## config.mk

```make
export PLATFORM = sky130hd
export DESIGN_NAME = mux_sel_ctrl
export DESIGN_NICKNAME = d
export VERILOG_FILES = /design/src/rtl/mux_sel_ctrl.sv
export SDC_FILE = /design/constraint.sdc
export NUM_CORES = 1
export LEC_CHECK = 0
export BUFFER_PORTS_ARGS = -buffer_cell sky130_fd_sc_hd__buf_4
export CORE_MARGIN = 2
export CORE_UTILIZATION = 45
export CTS_CLUSTER_SIZE = 8
export DETAILED_ROUTE_END_ITERATION = 6
export GPL_ROUTABILITY_DRIVEN = 0
export GPL_TIMING_DRIVEN = 0
export PLACE_DENSITY = 0.65
export SLEW_MARGIN = 20
export SYNTH_ARGS = -nofsm -noshare
export SYNTH_HDL_FRONTEND = slang
export SYNTH_SLANG_ARGS = --single-unit
```

## constraint.sdc

```tcl
create_clock -name clk -period 3.06 [get_ports clk]
set_input_delay 0.612 -clock clk [delete_from_list [all_inputs] [get_ports clk]]
set_output_delay 0.612 -clock clk [all_outputs]
set_load 0.005 [all_outputs]
```

## src/rtl/mux_sel_ctrl.sv

```systemverilog
// mux_sel_ctrl: drives the select line of a downstream 2:1 mux.
// The select flips on a debounced push-button press and/or periodically
// while automatic mode is enabled. A one-cycle toggle_pulse accompanies
// every change of sel.
module mux_sel_ctrl #(
   parameter int DEBOUNCE_CYCLES = 16,
   parameter int AUTO_PERIOD     = 100
) (
   input  logic clk,
   input  logic rst_n,
   input  logic btn_in,
   input  logic auto_en,
   output logic sel,
   output logic toggle_pulse
);

   localparam int DW = $clog2(DEBOUNCE_CYCLES);
   localparam int PW = $clog2(AUTO_PERIOD);
   localparam logic [DW-1:0] DB_LAST  = DW'(DEBOUNCE_CYCLES - 1);
   localparam logic [PW-1:0] PER_LAST = PW'(AUTO_PERIOD - 1);

   typedef enum logic [1:0] {
      STABLE_LO,
      WAIT_HI,
      STABLE_HI,
      WAIT_LO
   } db_state_t;

   logic          sync1;
   logic          btn_s;
   db_state_t     state;
   db_state_t     state_nxt;
   logic [DW-1:0] db_cnt;
   logic [DW-1:0] db_cnt_nxt;
   logic [PW-1:0] per_cnt;
   logic [PW-1:0] per_cnt_nxt;
   logic          press;
   logic          wrap;
   logic          toggle;

   // Two-flop synchronizer for the asynchronous button input
   always_ff @(posedge clk or negedge rst_n) begin
      if (!rst_n) begin
         sync1 <= 1'b0;
         btn_s <= 1'b0;
      end else begin
         sync1 <= btn_in;
         btn_s <= sync1;
      end
   end

   // Debounce next-state: a level change is accepted only after the new
   // level has been held long enough; only the accepted rising edge is an event
   always_comb begin
      state_nxt  = state;
      db_cnt_nxt = db_cnt;
      press      = 1'b0;
      case (state)
         STABLE_LO: begin
            if (btn_s) begin
               state_nxt  = WAIT_HI;
               db_cnt_nxt = '0;
            end
         end
         WAIT_HI: begin
            if (!btn_s) begin
               state_nxt = STABLE_LO;
            end else if (db_cnt == DB_LAST) begin
               state_nxt = STABLE_HI;
               press     = 1'b1;
            end else begin
               db_cnt_nxt = db_cnt + 1'b1;
            end
         end
         STABLE_HI: begin
            if (!btn_s) begin
               state_nxt  = WAIT_LO;
               db_cnt_nxt = '0;
            end
         end
         WAIT_LO: begin
            if (btn_s) begin
               state_nxt = STABLE_HI;
            end else if (db_cnt == DB_LAST) begin
               state_nxt = STABLE_LO;
            end else begin
               db_cnt_nxt = db_cnt + 1'b1;
            end
         end
         default: begin
            state_nxt  = STABLE_LO;
            db_cnt_nxt = '0;
         end
      endcase
   end

   // Period counter next value: idles at zero while automatic mode is off
   always_comb begin
      per_cnt_nxt = '0;
      wrap        = 1'b0;
      if (auto_en) begin
         if (per_cnt == PER_LAST) begin
            wrap = 1'b1;
         end else begin
            per_cnt_nxt = per_cnt + 1'b1;
         end
      end
   end

   // A press and a wrap landing on the same edge merge into one toggle
   assign toggle = press | wrap;

   // State, counters and registered outputs
   always_ff @(posedge clk or negedge rst_n) begin
      if (!rst_n) begin
         state        <= STABLE_LO;
         db_cnt       <= '0;
         per_cnt      <= '0;
         sel          <= 1'b0;
         toggle_pulse <= 1'b0;
      end else begin
         state        <= state_nxt;
         db_cnt       <= db_cnt_nxt;
         per_cnt      <= per_cnt_nxt;
         sel          <= sel ^ toggle;
         toggle_pulse <= toggle;
      end
   end

endmodule
```

==> results.sh, run 1 <==
export IMPL_outcome="completed"
export IMPL_mappedNetlistArea_um2=744
export IMPL_synth_top_area_share_pct=57.1
export IMPL_max_cap_violations=0
export IMPL_antenna_cells=0
export IMPL_min_path_type="input pin to async pin"
export IMPL_synth_xor_area_share_pct=5.88
export IMPL_tritoncts="done"
export IMPL_cpMaxStageDelayCell="sky130_fd_sc_hd__dfrtp_1"
export IMPL_fin_skew_ns=0.00746
export IMPL_crit_arrival_ns=1.72
export IMPL_cp_required_ns=3.24
export IMPL_setup_viol=0
export IMPL_grt_overflow_total=0
export IMPL_ir_drop_v=0.000293
export IMPL_area_overhead_of_the_layout_relative_to_synthesis_pct=11.3
export IMPL_tritoncts_num_sinks=17
export IMPL_cts_root_to_sink_buffers=2
export IMPL_synth_top_family_by_area="simple AND/OR/NAND/NOR gates"
export IMPL_post_synth_cell_area_avg_um2=11.5
export IMPL_first_global_vias=469
export IMPL_clock_tree_htree_level_count=1
export IMPL_worstMarginPinSlew_ns=0.426
export IMPL_holdBufCountCts=0
export IMPL_grt_start_max_net_pins=18
export IMPL_initial_utilization_pct=48.9
export IMPL_wl_per_cell_um=11.7
export IMPL_detail_route_wirelength_mm=1.05
export IMPL_placementRows=14
export IMPL_critPathCaptureType="flop"
export IMPL_power_density_nw_per_um2=482
export IMPL_synthTopCellsByArea="sky130_fd_sc_hd__dfrtp_1 (57%), sky130_fd_sc_hd__xor2_1 (4.7%), sky130_fd_sc_hd__o32ai_4 (3.7%)"
export IMPL_track_usage_pct=13.8
export IMPL_min_period_over_period_pct=50.4
export IMPL_drtIter0Drc=10
export IMPL_synth_cells=65
export IMPL_synth_seq_area_share_pct=57.1
export IMPL_drc=0
export IMPL_static_leakage_power_nw=0.377
export IMPL_setup_fix_bufs_post_cts=0
export IMPL_die_width_um=44.7
export IMPL_synth_top_area_cell="sky130_fd_sc_hd__dfrtp_1"
export IMPL_clk_insertion_delay_late_ns=0.28
export IMPL_syn_nets=71
export IMPL_first_pass_grt_wire_length_mm=1.91
export IMPL_floorplan_die_height_um=44.7
export IMPL_fin_setup_tns_ns=0
export IMPL_path_max_fanout=6
export IMPL_detailedPlacementHpwl_um=768
export IMPL_drive_gt1_share_pct=17.6
export IMPL_cts_clk_slew_worst_paths_ns=0.09
export IMPL_max_slew_margin_pct=71.5
export IMPL_timing_critical_path_slowest_cell_delay_ns=0.39
export IMPL_post_synth_mux_area_share_pct=2.02
export IMPL_final_hold_viol_count=0
export IMPL_synth_async_sr_flop_share_pct=100
export IMPL_max_clock_freq_mhz=649
export IMPL_num_vias=475
export IMPL_design_final_nets=81
export IMPL_synth_commonest_cells="sky130_fd_sc_hd__dfrtp_1 (17), sky130_fd_sc_hd__nand2_1 (7), sky130_fd_sc_hd__a21oi_1 (5), sky130_fd_sc_hd__nor2_1 (5)"
export IMPL_setup_worst_path_start_class="flop"
export IMPL_drtAntennaViolNets=0
export IMPL_synth_lib_cells_used_distinct=21
export IMPL_avgViaCountPerCell=5.28
export IMPL_slew_violations=0
export IMPL_basic_gate_share_of_the_synthesized_area_counting_and_or_nand_and_nor_cells_pct=17.8
export IMPL_synthesis_yosys_warnings=0
export IMPL_power_mw=0.399
export IMPL_design_portCount=6
export IMPL_clock_buffer_count_from_cts=3
export IMPL_core_area_um2=1520
export IMPL_setup_worst_path_class="flop to flop"
export IMPL_synth_adder_area_share_pct=3.36
export IMPL_grt_antenna_before_repair=0
export IMPL_path_cells="ha_1 > nand4_1 > nand2_1 > mux2_4"
export IMPL_fin_crit_ns=1.54
export IMPL_port_buffers=5
export IMPL_post_cts_resized_instances=0
export IMPL_fraction_of_the_mapped_netlist_area_in_compound_gates_pct=12.3
export IMPL_cts_root_buffer="sky130_fd_sc_hd__clkbuf_4"
export IMPL_synth_edf_count=0
export IMPL_die_area_um2=2000
export IMPL_post_synth_top_count_cell="sky130_fd_sc_hd__dfrtp_1"
export IMPL_synth_seq_cells=17
export IMPL_synth_ff_type="sky130_fd_sc_hd__dfrtp_1"
export IMPL_rsz0062_at_grt="false"
export IMPL_detail_route_first_pass_iterations=6
routing by layer:
layer  track usage [%]  up-vias  wire length, um
li1                  -      244                -
met2              20.9        7              514
met4              5.45        0                0
met5                 0        -                0
met3              6.12        0               28
met1              17.2      224              506
where the power goes:
part / switching (mW) / leakage [nW] / internal, mW / total [mW]
combinational: 0.0185 / 0.142 / 0.0181 / 0.0366
clock: 0.0624 / 0.0150 / 0.0506 / 0.113
sequential: 0.0114 / 0.220 / 0.239 / 0.250
total: 0.0922 / 0.377 / 0.307 / 0.399
critical path, delay by kind of cell, from the launching register on:
kind | cells | cell delay, ns
simple gates | 2 | 0.53
flops | 1 | 0.39
mux | 1 | 0.31
fa+ha+maj | 1 | 0.20
final timing paths:
path	startpoint	endpoint	slack, ns	depth (start not counted)
hold reg to reg	sync1	btn_s	0.35	0
max in group asynchronous	rst_n	toggle_pulse	2.70	1
setup reg to reg	db_cnt[0]	db_cnt[0]	1.52	4
hold / removal	rst_n	per_cnt[3]	0.17	1
min in group clk	sync1	btn_s	0.35	0
setup / recovery	db_cnt[0]	db_cnt[0]	1.52	4
flip-flops by register name, summed over array words and instances, names as in the netlist, named ones only:
register,flops
per_cnt,7
state,1
sync1,1
sel,1
db_cnt,4
btn_s,1
toggle_pulse,1
area by class of cell:
type,count,area [um^2]
Inverter,3,11.3
Tap cell,16,20.0
Clock buffer,4,26.3
Timing Repair Buffer,5,37.5
Sequential cell,17,425
Fill cell,147,696
Multi-Input combinational cell,45,308
cells by family (layout without fill, tap and decap cells):
kind of cell               Yosys count  after routing
AOI/OAI and AO/OA                   12             12
xor gates and xnor gates             5              5
adders and majority gates            2              2
buffers and inverters                3             12
DFF                                 17             17
muxes                                1              1
and+or+nand+nor                     25             25
stage by stage:
step	cells	util (%)	worst slack, ns	hold slack [ns]	instance area (um^2)
6_report	90	54.4	1.52	0.168	828
5_1_grt	90	54.4	1.40	0.158	828
4_1_cts	90	54.4	1.50	0.172	828
3_5_place_dp	86	52.6	1.51	0.336	802
3_3_place_gp	86	52.6	1.54	0.334	802
2_1_floorplan	65	-	1.68	0.316	744
placed cells by master (no fill, tap or decap), types with 2 or more instances in the layout:
| cell type | n |
|---|---|
| sky130_fd_sc_hd__a21oi_1 | 5 |
| sky130_fd_sc_hd__buf_4 | 5 |
| sky130_fd_sc_hd__clkbuf_4 | 3 |
| sky130_fd_sc_hd__dfrtp_1 | 17 |
| sky130_fd_sc_hd__ha_1 | 2 |
| sky130_fd_sc_hd__inv_1 | 3 |
| sky130_fd_sc_hd__nand2_1 | 7 |
| sky130_fd_sc_hd__nand3_1 | 3 |
| sky130_fd_sc_hd__nand4_1 | 3 |
| sky130_fd_sc_hd__nor2_1 | 5 |
| sky130_fd_sc_hd__o21ai_0 | 4 |
| sky130_fd_sc_hd__or3_1 | 2 |
| sky130_fd_sc_hd__xor2_1 | 4 |
Note: power is estimated with default switching activity, not from simulation.
==> run 2: changes to the inputs <==
--- a/config.mk
+++ b/config.mk
@@ -5,6 +5,7 @@
 export SDC_FILE = /design/constraint.sdc
 export NUM_CORES = 1
 export LEC_CHECK = 0
+export ABC_AREA = 1
 export BUFFER_PORTS_ARGS = -buffer_cell sky130_fd_sc_hd__buf_4
 export CORE_MARGIN = 2
 export CORE_UTILIZATION = 45
@@ -12,7 +13,7 @@
 export DETAILED_ROUTE_END_ITERATION = 6
 export GPL_ROUTABILITY_DRIVEN = 0
 export GPL_TIMING_DRIVEN = 0
-export PLACE_DENSITY = 0.65
+export PLACE_DENSITY = 0.67
 export SLEW_MARGIN = 20
 export SYNTH_ARGS = -nofsm -noshare
 export SYNTH_HDL_FRONTEND = slang
==> constraint.sdc (replaced) <==
create_clock -name clk -period 1.24 [get_ports clk]
set_input_delay 0.248 -clock clk [delete_from_list [all_inputs] [get_ports clk]]
set_output_delay 0.248 -clock clk [all_outputs]
set_load 0.005 [all_outputs]
==> results.sh, run 2 <==
export IMPL_post_synth_cell_area_avg_um2=8.79
export IMPL_wl_per_cell_um=10.8
export IMPL_max_cap_violations=0
export IMPL_setup_worst_path_class="flop to flop"
export IMPL_setup_worst_path_start_class="flop"
export IMPL_final_area_um2=928
export IMPL_layout_commonest_cell="sky130_fd_sc_hd__nand2_1"
export IMPL_die_width_um=45.9
export IMPL_min_path_type="input pin to flop"
export IMPL_crit_arrival_ns=1.38
export IMPL_cts_clk_slew_worst_paths_ns=0.10
export IMPL_core_area_um2=1690
export IMPL_clock_buffer_count_from_cts=3
export IMPL_detail_route_first_pass_iterations=4
export IMPL_tritoncts="done"
export IMPL_mappedNetlistArea_um2=791
export IMPL_synth_ff_type="sky130_fd_sc_hd__dfrtp_1"
export IMPL_design_portCount=6
export IMPL_antenna_cells=0
export IMPL_placementRows=15
export IMPL_synth_seq_area_share_pct=53.8
export IMPL_path_cells="ha_2 > nand2_2 > nor2_4 > inv_2 > nand2_4 > nand2_1 > o21ai_1"
export IMPL_dpl_instance_area_um2=850
export IMPL_worst_r2r_setup_slack_ns=0.08
export IMPL_final_core_area_utilization_pct=55.0
export IMPL_path_max_fanout=9
export IMPL_cts_root_buffer="sky130_fd_sc_hd__clkbuf_4"
export IMPL_detailedPlacementHpwl_um=905
export IMPL_fin_setup_tns_ns=0
export IMPL_clk_insertion_delay_late_ns=0.29
export IMPL_die_area_um2=2110
export IMPL_cpMaxStageDelayCell="sky130_fd_sc_hd__dfrtp_1"
export IMPL_min_period_over_period_pct=93.4
export IMPL_timing_reg2reg_worst_path_depth=7
export IMPL_synth_async_sr_flop_share_pct=100
export IMPL_drtIter0Drc=10
export IMPL_critPathCaptureType="flop"
export IMPL_synth_commonest_cells="sky130_fd_sc_hd__nand2_1 (21), sky130_fd_sc_hd__dfrtp_1 (17), sky130_fd_sc_hd__inv_1 (12), sky130_fd_sc_hd__nand3_1 (10), sky130_fd_sc_hd__nor2_1 (8)"
export IMPL_synth_lib_cells_used_distinct=20
export IMPL_avgViaCountPerCell=5.02
export IMPL_synth_edf_count=0
export IMPL_fin_skew_ns=0.00502
export IMPL_drc=0
export IMPL_worstMarginPinSlew_ns=0.249
export IMPL_outcome="completed"
export IMPL_initial_utilization_pct=46.8
export IMPL_synth_cells=90
export IMPL_floorplan_die_height_um=45.9
export IMPL_synth_top_area_share_pct=53.8
export IMPL_area_overhead_of_the_layout_relative_to_synthesis_pct=17.4
export IMPL_cp_required_ns=1.46
export IMPL_registers_top_by_ff_count="per_cnt"
export IMPL_slew_violations=0
export IMPL_largestRegisters="per_cnt: 7 flops, db_cnt: 4 flops"
export IMPL_synth_top_area_cell="sky130_fd_sc_hd__dfrtp_1"
export IMPL_number_of_flip_flops_under_the_largest_register_name=7
export IMPL_design_final_nets=110
export IMPL_timing_critical_path_from="db_cnt[0]"
export IMPL_grt_overflow_total=0
export IMPL_final_hold_viol_count=0
export IMPL_timing_hold_worst_endpoint="sync1"
export IMPL_crit_reg2reg_capture="db_cnt[1]"
export IMPL_track_usage_pct=14.6
export IMPL_grt_start_max_net_pins=18
export IMPL_syn_nets=96
export IMPL_max_clock_freq_mhz=863
export IMPL_first_global_vias=471
export IMPL_grt_antenna_before_repair=0
export IMPL_timing_critical_path_slowest_cell_delay_ns=0.40
export IMPL_power_density_nw_per_um2=1080
export IMPL_static_leakage_power_nw=0.448
export IMPL_synthesis_yosys_warnings=0
export IMPL_setup_viol=0
export IMPL_max_slew_margin_pct=83.3
export IMPL_post_synth_top_count_cell="sky130_fd_sc_hd__nand2_1"
export IMPL_hold_path_startpoint="btn_in"
export IMPL_detail_route_wirelength_mm=1.30
export IMPL_synth_seq_cells=17
export IMPL_ir_drop_v=0.000605
export IMPL_place_ws_ns=0.0316
export IMPL_most_common_layout_cells="sky130_fd_sc_hd__nand2_1 (20), sky130_fd_sc_hd__dfrtp_1 (17), sky130_fd_sc_hd__inv_1 (12)"
export IMPL_first_pass_grt_wire_length_mm=2.07
export IMPL_hold_depth=1
export IMPL_fin_crit_ns=1.16
export IMPL_num_vias=602
export IMPL_cts_root_to_sink_buffers=2
export IMPL_worst_path_setup_slack_after_routing_ns=0.0816
export IMPL_synthTopCellsByArea="sky130_fd_sc_hd__dfrtp_1 (54%), sky130_fd_sc_hd__nand2_1 (10%), sky130_fd_sc_hd__nand3_1 (6.3%)"
export IMPL_port_buffers=5
export IMPL_drive_gt1_share_pct=22.3
export IMPL_drtAntennaViolNets=0
export IMPL_clock_tree_htree_level_count=1
export IMPL_reg2reg_from="db_cnt[0]"
export IMPL_tritoncts_num_sinks=17
==> run 2: power by group <==
group          internal (mW)  switching, mW
registers              0.578         0.0252
clock network          0.125          0.177
logic                 0.0483         0.0501
==> run 2: kinds of logic after synthesis <==
logic type                 count (synthesis)  share of synthesized area, %
and+or+nand+nor                           50                          30.9
DFF                                       17                          53.8
buffers and inverters                     13                          6.17
AOI/OAI and AO/OA                          6                          3.80
xor gates and xnor gates                   2                          2.22
adders and majority gates                  2                          3.16
==> run 2: area by class of cell <==
cell class | instances | area (um^2)
well taps | 17 | 21.3
inverters | 13 | 48.8
clock buffers | 4 | 26.3
multi-input cells | 60 | 337
flip-flops and latches | 17 | 425
fillers | 159 | 761
repair buffers | 9 | 70.1
==> run 2: how the worst max path moves through the flow <==
stage,end,slack (ns)
6_report,db_cnt[1],0.08
5_1_grt,db_cnt[1],-0.01
4_1_cts,sel,0.02
3_5_place_dp,per_cnt[5],0.03
3_3_place_gp,per_cnt[5],0.07
2_1_floorplan,db_cnt[2],0.13
==> run 2: per-stage QoR <==
| step | cells | total power [mW] | hold slack [ns] |
|---|---|---|---|
| 3_3_place_gp | 112 | 0.686 | 0.123 |
| 6_report | 120 | 1.00 | 0.0611 |
| 2_1_floorplan | 90 | 0.656 | -0.0476 |
| 3_5_place_dp | 112 | 0.690 | 0.125 |
| 5_1_grt | 120 | 1.07 | 0.0312 |
| 4_1_cts | 117 | 0.991 | 0.0536 |
==> run 2: metal layers <==
metal	track usage, %	part of all wire (%)	wire length [um]	up-vias
met2	19.2	44	570	8
met1	19.8	50	654	280
li1	-	-	-	309
met5	0	0	0	-
met3	4.76	2.7	35	5
met4	10.3	2.8	36	0
==> run 2: worst max-delay path, delay by kind of cell, from the launching register on <==
| kind | cells | cell delay [ns] |
|---|---|---|
| buffers and inverters | 1 | 0.05 |
| adder cells (fa/ha/maj) | 1 | 0.20 |
| flip-flops | 1 | 0.40 |
| AND/OR/NAND/NOR | 4 | 0.36 |
| AO/OA/AOI/OAI | 1 | 0.07 |
==> run 2: repair_timing <==
action,4_1_cts,5_1_grt
endpoints found under the hold margin,17,0
gates resized for setup,0,5
hold buffers,1,0
setup endpoints to repair,0,10
buffers inserted,0,3
